[src/rtl/arm_pkg.sv]
// Shared types and constants for the ARM pipeline front end.
// Holds the fetch FSM encoding, the IF/ID payload layout and PC helpers.
package arm_pkg;

  localparam int INSTR_W = 32;
  localparam int ADDR_W  = 32;

  typedef logic [ADDR_W-1:0]  addr_t;
  typedef logic [INSTR_W-1:0] instr_t;

  localparam addr_t PC_STEP = 32'd4;

  typedef enum logic [1:0] {
    FETCH = 2'd0,
    DRAIN = 2'd1,
    HOLD  = 2'd2
  } fetch_state_e;

  // Payload carried from IF to ID alongside the valid bit.
  typedef struct packed {
    addr_t  pc4;
    instr_t instr;
  } ifid_t;

  function automatic addr_t word_align(input addr_t a);
    return {a[ADDR_W-1:2], 2'b00};
  endfunction

  function automatic addr_t pc_inc(input addr_t pc);
    return pc + PC_STEP;
  endfunction

endpackage

[src/rtl/fetch_stage_if.sv]
// Instruction-memory ready/valid port between the fetch stage and memory.
// The request side holds the address stable until ready is seen.
interface fetch_stage_if;
  import arm_pkg::*;

  logic   imem_req;
  addr_t  imem_addr;
  instr_t imem_rdata;
  logic   imem_ready;

  modport master (
    output imem_req,
    output imem_addr,
    input  imem_rdata,
    input  imem_ready
  );

  modport slave (
    input  imem_req,
    input  imem_addr,
    output imem_rdata,
    output imem_ready
  );

endinterface

[src/rtl/fetch_out_reg.sv]
// Generic pipeline stage register with valid bit.
// Priority: reset, flush (drop valid), freeze (hold), load, otherwise bubble.
module fetch_out_reg #(
  parameter int W = 64
) (
  input  logic         clk,
  input  logic         rst,
  input  logic         flush_i,
  input  logic         freeze_i,
  input  logic         load_i,
  input  logic [W-1:0] data_i,
  output logic [W-1:0] data_o,
  output logic         valid_o
);

  logic [W-1:0] data_q;
  logic [W-1:0] data_d;
  logic         valid_q;
  logic         valid_d;

  // The payload is only ever overwritten by a load; a flush leaves it in place.
  always_comb begin
    data_d  = data_q;
    valid_d = 1'b0;
    if (flush_i) begin
      valid_d = 1'b0;
    end else if (freeze_i) begin
      valid_d = valid_q;
    end else if (load_i) begin
      data_d  = data_i;
      valid_d = 1'b1;
    end
  end

  always_ff @(posedge clk or posedge rst) begin
    if (rst) begin
      data_q  <= '0;
      valid_q <= 1'b0;
    end else begin
      data_q  <= data_d;
      valid_q <= valid_d;
    end
  end

  assign data_o  = data_q;
  assign valid_o = valid_q;

endmodule

[src/rtl/fetch_stage.sv]
// Instruction-fetch front end: owns the PC, drives a wait-state tolerant
// memory port and handles redirects, freezes and flushes into the IF/ID register.
module fetch_stage
  import arm_pkg::*;
#(
  parameter addr_t RESET_PC = 32'h0000_0000
) (
  input  logic              clk,
  input  logic              rst,
  input  logic              freeze_i,
  input  logic              flush_i,
  input  logic              branch_taken_i,
  input  addr_t             branch_addr_i,
  fetch_stage_if.master     imem,
  output addr_t             if_pc_o,
  output instr_t            if_instruction_o,
  output logic              if_valid_o
);

  fetch_state_e state_q, state_d;
  addr_t        pc_q, pc_d;
  addr_t        tgt_q, tgt_d;
  instr_t       buf_q, buf_d;

  addr_t        br_tgt;
  logic         load;
  instr_t       load_instr;
  ifid_t        load_data;
  ifid_t        out_q;

  assign br_tgt = word_align(branch_addr_i);

  // Memory port depends on registered state only, so the address cannot
  // move while a request is waiting on ready.
  assign imem.imem_req  = (state_q != HOLD);
  assign imem.imem_addr = word_align(pc_q);

  always_comb begin
    state_d    = state_q;
    pc_d       = pc_q;
    tgt_d      = tgt_q;
    buf_d      = buf_q;
    load       = 1'b0;
    load_instr = imem.imem_rdata;
    case (state_q)
      FETCH: begin
        if (imem.imem_ready) begin
          if (branch_taken_i) begin
            pc_d = br_tgt;
          end else if (freeze_i) begin
            buf_d   = imem.imem_rdata;
            state_d = HOLD;
          end else begin
            load = 1'b1;
            pc_d = pc_inc(pc_q);
          end
        end else if (branch_taken_i) begin
          tgt_d   = br_tgt;
          state_d = DRAIN;
        end
      end
      DRAIN: begin
        // The in-flight word belongs to the abandoned path and is discarded.
        if (branch_taken_i) begin
          tgt_d = br_tgt;
        end
        if (imem.imem_ready) begin
          pc_d    = branch_taken_i ? br_tgt : tgt_q;
          state_d = FETCH;
        end
      end
      HOLD: begin
        load_instr = buf_q;
        if (branch_taken_i) begin
          pc_d    = br_tgt;
          state_d = FETCH;
        end else if (!freeze_i) begin
          load    = 1'b1;
          pc_d    = pc_inc(pc_q);
          state_d = FETCH;
        end
      end
      default: begin
        state_d = FETCH;
      end
    endcase
  end

  always_ff @(posedge clk or posedge rst) begin
    if (rst) begin
      state_q <= FETCH;
      pc_q    <= word_align(RESET_PC);
      tgt_q   <= '0;
      buf_q   <= '0;
    end else begin
      state_q <= state_d;
      pc_q    <= pc_d;
      tgt_q   <= tgt_d;
      buf_q   <= buf_d;
    end
  end

  assign load_data.pc4   = pc_inc(pc_q);
  assign load_data.instr = load_instr;

  // A redirect kills whatever would have been presented this cycle.
  fetch_out_reg #(
    .W ($bits(ifid_t))
  ) u_out_reg (
    .clk      (clk),
    .rst      (rst),
    .flush_i  (flush_i | branch_taken_i),
    .freeze_i (freeze_i),
    .load_i   (load),
    .data_i   (load_data),
    .data_o   (out_q),
    .valid_o  (if_valid_o)
  );

  assign if_pc_o          = out_q.pc4;
  assign if_instruction_o = out_q.instr;

endmodule

[src/flat_wrapper.sv]
// flat-port wrapper written by rule: the top's interface ports become plain ports
module fetch_stage_flat import arm_pkg::*;
#(
  parameter addr_t RESET_PC = 32'h0000_0000
)
  (clk, rst, freeze_i, flush_i, branch_taken_i, branch_addr_i, if_pc_o, if_instruction_o, if_valid_o, imem_imem_req, imem_imem_addr, imem_imem_rdata, imem_imem_ready);
  fetch_stage_if imem_i ();
  input  logic clk;
  input  logic rst;
  input  logic freeze_i;
  input  logic flush_i;
  input  logic branch_taken_i;
  input  addr_t branch_addr_i;
  output addr_t if_pc_o;
  output instr_t if_instruction_o;
  output logic if_valid_o;
  output wire logic [$bits(imem_i.imem_req)-1:0] imem_imem_req;
  output wire logic [$bits(imem_i.imem_addr)-1:0] imem_imem_addr;
  input wire logic [$bits(imem_i.imem_rdata)-1:0] imem_imem_rdata;
  input wire logic [$bits(imem_i.imem_ready)-1:0] imem_imem_ready;
  assign imem_imem_req = imem_i.imem_req;
  assign imem_imem_addr = imem_i.imem_addr;
  assign imem_i.imem_rdata = imem_imem_rdata;
  assign imem_i.imem_ready = imem_imem_ready;
  fetch_stage #(.RESET_PC(RESET_PC)) u_core (.clk(clk), .rst(rst), .freeze_i(freeze_i), .flush_i(flush_i), .branch_taken_i(branch_taken_i), .branch_addr_i(branch_addr_i), .imem(imem_i), .if_pc_o(if_pc_o), .if_instruction_o(if_instruction_o), .if_valid_o(if_valid_o));
endmodule
[config.mk]
export PLATFORM = sky130hd
export DESIGN_NAME = fetch_stage_flat
export DESIGN_NICKNAME = d
export VERILOG_FILES = /design/src/rtl/arm_pkg.sv /design/src/rtl/fetch_stage_if.sv /design/src/rtl/fetch_out_reg.sv /design/src/rtl/fetch_stage.sv /design/src/flat_wrapper.sv
export SDC_FILE = /design/constraint.sdc
export NUM_CORES = 1
export LEC_CHECK = 0
export ABC_AREA = 1
export BUFFER_PORTS_ARGS = -buffer_cell sky130_fd_sc_hd__buf_2
export CORE_AREA = 2 2 168 170
export DETAILED_ROUTE_END_ITERATION = 10
export DIE_AREA = 0 0 170 172
export HOLD_SLACK_MARGIN = 0.05
export PLACE_DENSITY_LB_ADDON = 0.3
export SLEW_MARGIN = 20
export SYNTH_ARGS = -nofsm -noshare
export SYNTH_HDL_FRONTEND = slang
export SYNTH_SLANG_ARGS = --single-unit
export TNS_END_PERCENT = 50
[constraint.sdc]
create_clock -name clk -period 9.92 [get_ports clk]
set_input_delay 0.992 -clock clk [delete_from_list [all_inputs] [get_ports clk]]
set_output_delay 0.992 -clock clk [all_outputs]
set_load 0.01 [all_outputs]
==> results of run 1 <==
[worst max path at each step]
stage	startpoint	endpoint	slack, ns	depth (start not counted)
after floorplan	rst	u_core.buf_q[0]	4.52	1
after global placement	branch_taken_i	u_core.u_out_reg.data_o[21]	5.86	7
after detailed placement	branch_taken_i	u_core.u_out_reg.data_o[23]	5.81	7
after CTS	branch_taken_i	u_core.u_out_reg.data_o[14]	6.25	7
after global routing	branch_taken_i	u_core.u_out_reg.data_o[15]	6.06	7
final	branch_taken_i	u_core.u_out_reg.data_o[4]	6.41	7
[registers in the layout, indices dropped and copies added, names as in the netlist]
register,count
u_core.buf_q,32
u_core.pc_q,32
u_core.state_q,2
u_core.tgt_q,32
u_core.u_out_reg.data_o,64
u_core.u_out_reg.valid_o,1
[power by group through the flow]
stage                     logic [mW]  registers [mW]  clock network (mW)
after CTS                      0.566           0.960               0.686
after detailed placement       0.564           0.971                   0
after global routing           0.635           0.982               0.714
final                          0.556           0.957               0.665
after global placement         0.557           0.965                   0
after floorplan                0.291           0.999                   0
[per-stage QoR]
step / utilization, % / worst slack (ns) / std cells / hold slack [ns] / area, µm²
finish: 33.91 / 6.413 / 1412 / 0.4743 / 9318
global route: 33.88 / 6.059 / 1409 / 0.4949 / 9310
CTS: 33.88 / 6.253 / 1409 / 0.4799 / 9310
detailed placement: 31.77 / 5.809 / 1377 / 0.4607 / 8728
global placement: 31.77 / 5.862 / 1377 / 0.4610 / 8728
floorplan: - / 4.523 / 903 / 0.4683 / 7616
[final cells by class]
type	instances	area (µm²)	share of cell area, %
tap	346	432.9	4.646
multi-input combinational	636	3105	33.33
timing repair buffer	171	875.8	9.400
sequential	163	4079	43.78
antenna	3	7.507	0.08057
clock buffer	19	442.9	4.754
inverter	61	235.2	2.525
clock inverter	13	138.9	1.491
[tightest hold or removal path, stage by stage (launching register included)]
cell     delay (ns)
dfrtp_1        0.34
nand2_1        0.05
nand2_1        0.05
[layout by cell type (no fill, tap or decap), types with 2 or more instances in the layout]
master	n
nand3b_1	4
conb_1	2
clkbuf_16	17
a41oi_1	2
mux2_2	32
nand3_1	20
clkinvlp_4	3
a31oi_1	44
dfrtp_1	163
nand2_1	266
inv_6	6
nor2_1	137
buf_2	163
xor2_1	11
inv_2	4
a21oi_1	23
a22oi_1	2
inv_8	3
xnor2_1	4
o22ai_1	25
o21ai_0	46
inv_1	54
nor2_2	7
a21boi_0	3
diode_2	3
buf_4	8
[cells by family after synthesis]
kind of cell,count (synthesis)
AND/OR/NAND/NOR,438
flip-flops,163
AO/OA/AOI/OAI,148
buffers and inverters,104
multiplexers,32
XOR/XNOR,15
adder cells (fa/ha/maj),1
other,1
[routing by layer]
layer,up-vias,share of wire (%)
li1,3236,-
met1,3068,45
met2,164,47
met3,15,7.6
met4,4,0.66
met5,-,0.14
==> results.yml, run 1 <==
status:
  status: "complete, no violations"
sta:
  worst_slew_pin_slew_ns: 1.064
  finalMaxSlewViolations: 0
  grt_setup_unrepaired: "false"
  fin_worst_skew_ns: 0.01111
  min_period_ns: 3.507
  hold_viol: 0
  max-slew-margin-rel_pct: 28.90
  fin_crit_sh_pct: 35.36
  max_freq_ghz: 0.2851
  finalSetupViolCount: 0
  tns_ns: 0
cts:
  clock_latency_ns: 0.42
  clock-sinks: 163
  cts_max_path_buffers: 2
  numCtsBuffers: 17
  cts_tree: "built"
  cts_setup_buffers: 0
  clk_pin_slew_ns: 0.07
  htreeDepth: 4
  cts_hold_buf: 0
  clock-root-buffer: "clkbuf_16"
  cts.repair.resized: 0
floorplan:
  placementRows: 61
  initial_utilization_pct: 27.70
  dieArea_um2: 29240
  core_um2: 27480
  die_x_um: 170
  io_pins: 168
  fp.dieH_um: 172
power_and_ir_drop:
  total_power_mw: 2.177
  p_int_mw: 1.427
  power.share.combinational_pct: 25.5
  p_per_area_nw_per_um2: 233.7
  p_seq_share_pct: 44.0
  switching_share_pct: 34.48
  irDropWorstVdd_mv: 0.08510
  leakage_nw: 4.474
  clock_power_share_pct: 30.5
  power_switching_mw: 0.7507
synthesis:
  synthAdderAreaFrac_pct: 0.1644
  ys_top_cells_by_count: "nand2_1 (266), dfrtp_1 (163), nor2_1 (138)"
  yosysMostFrequentCell: "nand2_1"
  synth_warnings: 0
  synthMuxAreaShare_pct: 4.734
  syn_avg_cell_area_um2: 8.439
  synth_seq_cells: 163
  synth_top_family_by_area: "simple AND/OR/NAND/NOR gates"
  synth_area_leaders: "dfrtp_1 (54%), nand2_1 (13%), nor2_1 (6.8%), mux2_2 (4.7%), a31oi_1 (3.6%)"
  yosysSeqAreaShare_pct: 53.58
  synth_top_flop_cell: "dfrtp_1"
  post-synth-top-area-fraction_pct: 53.58
  synth_enable_flop_cells: 0
  async_flop_share_pct: 100.0
  synth-simple-area-share_pct: 22.70
  synth_compound_area_share_pct: 11.34
  synth_xor_area_share_pct: 1.726
  ys_types: 31
  syn_area_um2: 7612
  synth_area_leader_cell: "dfrtp_1"
  netlist_instances: 902
critical_path:
  crit_fanout: 68
  slowest_delay_ns: 0.61
  cp_data_arrival_time_ns: 3.77
  r2r_end: "u_core.u_out_reg.data_o[15]"
  critPathSlowestCell: "clkinv_2"
  ff2ff_path_depth: 7
  critical_path_class: "input port to register"
  critPathBufInv: 4
  r2r_setup_slack_ns: 7.05
  crit_required_ns: 10.18
  end_kind: "register"
  r2r-start: "u_core.state_q[1]"
  worstSetupStartpointType: "input port"
  cpLargestDelayFamily: "buffers and inverters"
  crit_chain: "buf_2 -> inv_2 -> nand3_2 -> clkinv_2 -> buf_4 -> nor2_1 -> a31oi_1"
detailed_routing:
  viasPerCell: 4.594
  drc: 0
  first_pass_iters: 4
  wl_per_cell_um: 15.49
  route.vias.total: 6487
  drt_iter0_markers: 339
  antenna_left: 0
  routed_wl_mm: 21.87
layout:
  syn2layout_area_growth_pct: 22.40
  drive_above_1_share_pct: 23.71
  fin_nets: 1121
  nFillCells: 2920
grt:
  grt_usage_pct: 15.35
  use_met1_pct: 19.43
  use_met3_pct: 5.699
  gr-usage-met2_pct: 25.02
  grt_pass1_vias: 6348
  busiest_layer: "met2"
  gr-total-overflow: 0
  grt_max_degree: 103
  antenna_found_initial: 6
  grt_pass1_wl_mm: 35.00
worst_hold_path:
  hp-start: "u_core.u_out_reg.data_o[42]"
  hold_path.class: "register to register"
  holdPathEnd: "u_core.u_out_reg.data_o[42]"
  holdPathStages: 2
placement:
  place_congestion: 0.8252
  port_buffers: 163
  post-dp-hpwl_mm: 15.18
flow_run:
  maxCapViolCount: 0
Note: power is estimated with default switching activity, not from simulation.
==> inputs of run 2 (changes only) <==
--- a/config.mk
+++ b/config.mk
@@ -5,11 +5,11 @@
 export SDC_FILE = /design/constraint.sdc
 export NUM_CORES = 1
 export LEC_CHECK = 0
-export ABC_AREA = 1
+export ABC_AREA = 0
 export BUFFER_PORTS_ARGS = -buffer_cell sky130_fd_sc_hd__buf_2
-export CORE_AREA = 2 2 168 170
+export CORE_AREA = 2 2 170 172
 export DETAILED_ROUTE_END_ITERATION = 10
-export DIE_AREA = 0 0 170 172
+export DIE_AREA = 0 0 172 174
 export HOLD_SLACK_MARGIN = 0.05
 export PLACE_DENSITY_LB_ADDON = 0.3
 export SLEW_MARGIN = 20
==> constraint.sdc (replaced) <==
create_clock -name clk -period 3.4 [get_ports clk]
set_input_delay 0.34 -clock clk [delete_from_list [all_inputs] [get_ports clk]]
set_output_delay 0.34 -clock clk [all_outputs]
set_load 0.01 [all_outputs]
==> run 2 against run 1 <==
Clock skew grew 0.0019 ns. Die area is 2.4% higher. Hold slack worse by 0.33 ns. Area after synthesis is 1.8% higher.
==> results.yml, run 2 <==
status:
  status: "complete, no violations"
sta:
  fin_hold_ws_ns: 0.1481
  tns_ns: 0
  worst_slew_pin_slew_ns: 1.069
  grt_setup_unrepaired: "false"
  min_period_ns: 2.280
  finalSetupViolCount: 0
  layout_setup_ws_ns: 1.120
  hold_viol: 0
  max_freq_ghz: 0.4386
  max-slew-margin-rel_pct: 28.54
  finalMaxSlewViolations: 0
  fin_worst_skew_ns: 0.01299
  fin_crit_sh_pct: 67.06
layout:
  drive_above_1_share_pct: 32.62
  largest_reg_flops: 64
  final_cells: 1275
  fin_nets: 947
  nFillCells: 2962
  syn2layout_area_growth_pct: 23.45
  layout_common_cells: "buf_2 (163), dfrtp_1 (163), nand2_1 (103), o21ai_0 (93), mux2_2 (65)"
flow_run:
  maxCapViolCount: 0
critical_path:
  ff2ff_path_depth: 6
  worstSetupStartpointType: "register"
  crit_required_ns: 3.75
  crit_fanout: 7
  cp_data_arrival_time_ns: 2.63
  critical_path_class: "register to register"
  end_kind: "register"
cts:
  clk_pin_slew_ns: 0.08
  clock-root-buffer: "clkbuf_16"
  cts_hold_buf: 0
  cts_tree: "built"
  cts.repair.resized: 0
  clock-sinks: 163
  cts_max_path_buffers: 2
  htreeDepth: 4
  clock_latency_ns: 0.44
  numCtsBuffers: 17
  cts_setup_buffers: 0
synthesis:
  synth_area_leader_cell: "dfrtp_1"
  synth-simple-area-share_pct: 13.27
  synthAdderAreaFrac_pct: 0.1615
  synth_xor_area_share_pct: 3.165
  synth_area_leaders: "dfrtp_1 (53%), mux2_2 (9.4%), o21ai_0 (6.0%), nand2_1 (5.0%), mux2i_1 (4.1%)"
  post-synth-top-area-fraction_pct: 52.64
  async_flop_share_pct: 100.0
  synth_enable_flop_cells: 0
  syn_avg_cell_area_um2: 10.56
  ys_types: 56
  synth_seq_cells: 163
  synth_top_family_by_area: "multiplexers"
  syn_area_um2: 7749
  ys_top_cells_by_count: "dfrtp_1 (163), nand2_1 (103), o21ai_0 (93)"
  synth_top_flop_cell: "dfrtp_1"
  synth_warnings: 0
  netlist_instances: 734
  yosysMostFrequentCell: "dfrtp_1"
  synthMuxAreaShare_pct: 13.58
  yosysSeqAreaShare_pct: 52.64
  synth_compound_area_share_pct: 13.52
detailed_routing:
  route.vias.total: 5995
  viasPerCell: 4.702
  routed_wl_mm: 21.68
  drt_iter0_markers: 321
  wl_per_cell_um: 17.00
  drc: 0
  antenna_left: 0
  first_pass_iters: 4
grt:
  antenna_found_initial: 4
  grt_pass1_wl_mm: 33.75
  grt_pass1_vias: 5757
  gr-total-overflow: 0
  grt_usage_pct: 14.63
  grt_max_degree: 164
placement:
  post-dp-hpwl_mm: 14.44
  dp_slack_ns: 1.100
  dp.cells: 1241
  place_congestion: 0.7564
  port_buffers: 163
floorplan:
  placementRows: 62
  io_pins: 168
  core_um2: 28240
  initial_utilization_pct: 27.44
  dieArea_um2: 29930
  die_x_um: 172
  fp.dieH_um: 174
power_and_ir_drop:
  leakage_nw: 4.514
  irDropWorstVdd_mv: 0.3342
  total_power_mw: 6.057
  p_per_area_nw_per_um2: 633.2
worst_hold_path:
  hold_path.class: "input port to register"
  holdPathStages: 2
-- run 2: cells by family after synthesis --
group	Yosys count
AND/OR/NAND/NOR	207
buffers and inverters	63
multiplexers	97
XOR/XNOR	28
AO/OA/AOI/OAI	174
flip-flops	163
other	1
adder cells (fa/ha/maj)	1
-- run 2: through the flow --
stage	instance area (µm²)	utilization, %
after global placement	8946	31.68
final	9565	33.88
after global routing	9560	33.86
after floorplan	7756	-
after detailed placement	8946	31.68
after CTS	9560	33.86
-- run 2: final timing paths --
path	startpoint	to	slack, ns
max reg2reg	u_core.pc_q[2]	u_core.pc_q[30]	1.12
min in group asynchronous	rst	u_core.buf_q[20]	0.16
max	u_core.pc_q[2]	u_core.pc_q[30]	1.12
max in group asynchronous	rst	u_core.u_out_reg.data_o[2]	2.55
min reg2reg	u_core.u_out_reg.data_o[41]	u_core.u_out_reg.data_o[41]	0.48
min	imem_imem_rdata[20]	u_core.buf_q[20]	0.15
-- run 2: per-layer routing --
metal / global-route usage [%] / wire [µm]
met5: 0 / 27
met4: 3.957 / 280
met3: 3.939 / 1462
met2: 22.49 / 9766
met1: 20.28 / 10140
-- run 2: critical path, cell delays in order (launching register included) --
cell	delay, ns
dfrtp_1	0.50
ha_1	0.37
nand4_1	0.18
nor4_4	0.40
nand3_1	0.25
o31a_1	0.34
o22ai_1	0.15
-- run 2: where the power goes --
| part | leakage (nW) | internal (mW) | total (mW) | switching (mW) |
|---|---|---|---|---|
| combinational | 2.20 | 0.603 | 1.31 | 0.708 |
| sequential | 2.02 | 2.38 | 2.72 | 0.338 |
| clock | 0.298 | 1.07 | 2.03 | 0.965 |
-- run 2: area by class of cell --
type	instances	area, µm²	area share, %
clock inverters	15	188.9	1.975
inverters	9	37.54	0.3924
diodes	2	5.005	0.05232
clock buffers	17	425.4	4.447
well taps	384	480.5	5.023
repair buffers	176	938.4	9.810
multi-input cells	509	3411	35.66
flip-flops and latches	163	4079	42.64
==> inputs of run 3 (changes only) <==
==> constraint.sdc (replaced) <==
create_clock -name clk -period 2.35 [get_ports clk]
set_input_delay 0.235 -clock clk [delete_from_list [all_inputs] [get_ports clk]]
set_output_delay 0.235 -clock clk [all_outputs]
set_load 0.01 [all_outputs]
==> run 3 against run 2 <==
Global-route usage is 0.089 points higher. Core utilization is 1.9 points higher. Critical path depth is 3 lower. Combinational power is 56% higher. Die area stayed put. Non-clock buffer count is 56 higher. Via count is 2.9% higher. Sequential power is 43% higher. Clock skew is 0.0020 ns higher. Routed wire length is 0.27% higher.
==> results.yml, run 3 (synthesized netlist as in run 2, its figures left out) <==
critical_path:
  startpoint: "u_core.state_q[0]"
  path_depth: 3
  crit_fanout: 12
  cpLargestDelayFamily: "flip-flops"
  crit_required_ns: 2.12
  r2r-start: "u_core.pc_q[10]"
  critPathSlowestCell: "dfrtp_1"
  critical_path_class: "register to output pin"
  crit_chain: "nand2b_2 -> buf_4 -> buf_2"
  r2r_end: "u_core.pc_q[30]"
  cp_data_arrival_time_ns: 1.91
  critPathBufInv: 2
  slowest_delay_ns: 0.56
  cp-endpoint: "imem_imem_req"
  worstSetupStartpointType: "register"
  r2r_setup_slack_ns: 0.29
  end_kind: "output pin"
  ff2ff_path_depth: 5
grt:
  grt_pass1_wl_mm: 34.16
  grt_usage_pct: 14.72
  grt_max_degree: 73
  use_met1_pct: 20.28
  busiest_layer: "met2"
  grt_pass1_vias: 6027
  gr-total-overflow: 0
  gr-usage-met2_pct: 23.04
  antenna_found_initial: 4
  use_met3_pct: 4.394
cts:
  clock-root-buffer: "clkbuf_16"
  cts.repair.resized: 0
  clock_latency_ns: 0.43
  htreeDepth: 4
  numCtsBuffers: 17
  clock-sinks: 163
  cts_max_path_buffers: 2
  cts_tree: "built"
  clk_pin_slew_ns: 0.07
  cts_setup_buffers: 0
detailed_routing:
  drt_iter0_markers: 245
  antenna_left: 0
  routed_wl_mm: 21.73
  route.vias.total: 6169
  wl_per_cell_um: 16.33
  viasPerCell: 4.635
  drc: 0
  first_pass_iters: 5
floorplan:
  placementRows: 62
  die_x_um: 172
  io_pins: 168
  fp.dieH_um: 174
  dieArea_um2: 29930
  initial_utilization_pct: 27.44
  core_um2: 28240
power_and_ir_drop:
  p_per_area_nw_per_um2: 866.2
  p_seq_share_pct: 44.6
  leakage_nw: 4.762
  irDropWorstVdd_mv: 0.4163
  clock_power_share_pct: 32.0
  p_int_mw: 5.833
  power_switching_mw: 2.913
  power.share.combinational_pct: 23.4
  switching_share_pct: 33.31
placement:
  post-dp-hpwl_mm: 15.15
  port_buffers: 163
  place_congestion: 0.7720
layout:
  fin_nets: 1003
  final_util_pct: 35.76
  syn2layout_area_growth_pct: 30.31
  largest_reg_flops: 64
  layout_common_cells: "buf_2 (163), dfrtp_1 (163), nand2_1 (103), o21ai_0 (93), mux2_2 (65)"
  drive_above_1_share_pct: 32.38
sta:
  finalSetupViolCount: 0
  hold_viol: 0
  grt_setup_unrepaired: "false"
  max_freq_ghz: 0.4657
  max-slew-margin-rel_pct: 56.20
  worst_slew_pin_slew_ns: 0.6556
  tns_ns: 0
  finalMaxSlewViolations: 0
  fin_worst_skew_ns: 0.01501
  min_period_ns: 2.147
  fin_crit_sh_pct: 91.38
worst_hold_path:
  hold_path.class: "input port to register"
status:
  status: "complete, no violations"
flow_run:
  maxCapViolCount: 0
[run 3: cell types whose count changed in the layout (fill, tap and decap cells not counted), sizes merged]
cell         change
dlygate4sd3     +40
bufinv           -1
clkinvlp         -1
buf             +16
inv              +1
clkinv           +1
[run 3: worst min path at each step]
stage / cells past startpoint / slack [ns] / start / end
floorplan: 2 / 0.37 / branch_taken_i / u_core.state_q[0]
global placement: 2 / 0.36 / rst / u_core.buf_q[27]
detailed placement: 2 / 0.37 / rst / u_core.u_out_reg.data_o[34]
CTS: 2 / 0.05 / branch_addr_i[27] / u_core.tgt_q[27]
global route: 2 / 0.05 / imem_imem_rdata[30] / u_core.buf_q[30]
finish: 2 / 0.07 / branch_addr_i[20] / u_core.tgt_q[20]
[run 3: metrics by stage]
| step | cells | instance area [µm²] | power, mW | hold WS [ns] | setup slack (ns) |
|---|---|---|---|---|---|
| 2_1_floorplan | 735 | 7756 | 5.072 | 0.3699 | 0.04420 |
| 6_report | 1331 | 10100 | 8.746 | 0.06587 | 0.2026 |
| 3_5_place_dp | 1257 | 9104 | 5.998 | 0.3696 | 0.2911 |
| 3_3_place_gp | 1257 | 9104 | 5.943 | 0.3630 | 0.3492 |
| 5_1_grt | 1330 | 10090 | 9.287 | 0.05087 | 0.08057 |
| 4_1_cts | 1327 | 10070 | 8.888 | 0.05002 | 0.1631 |
[run 3: layer usage]
layer,up-vias,wire length [µm]
met5,-,41
met4,6,206
met3,16,1338
met2,165,9681
met1,2980,10470
li1,3002,-
[run 3: cell type report]
| type | count | area (µm²) |
|---|---|---|
| Fill cell | 2893 | 18140 |
| Sequential cell | 163 | 4079 |
| Multi-Input combinational cell | 509 | 3411 |
| Timing Repair Buffer | 232 | 1496 |
| Tap cell | 384 | 480.5 |
| Clock buffer | 17 | 425.4 |
| Clock inverter | 15 | 162.7 |
| Inverter | 9 | 37.54 |
| Antenna cell | 2 | 5.005 |
[run 3: worst reg2reg max path, cell delays in order (launching register included)]
cell	delay, ns
dfrtp_1	0.50
nand4_2	0.21
nor4_4	0.53
nand3_1	0.25
o31a_1	0.34
o22ai_1	0.14
[run 3: power groups by stage]
stage | combinational (mW) | clock [mW] | sequential (mW)
detailed placement | 2.04 | 0 | 3.96
CTS | 2.10 | 2.89 | 3.90
global placement | 2.02 | 0 | 3.93
finish | 2.05 | 2.80 | 3.90
floorplan | 1.01 | 0 | 4.06
global route | 2.29 | 3.00 | 4.00
[run 3: repair_timing]
item                       CTS  global route
hold endpoints to repair    58             2
hold buffers                38             2
setup endpoints to repair    0             0
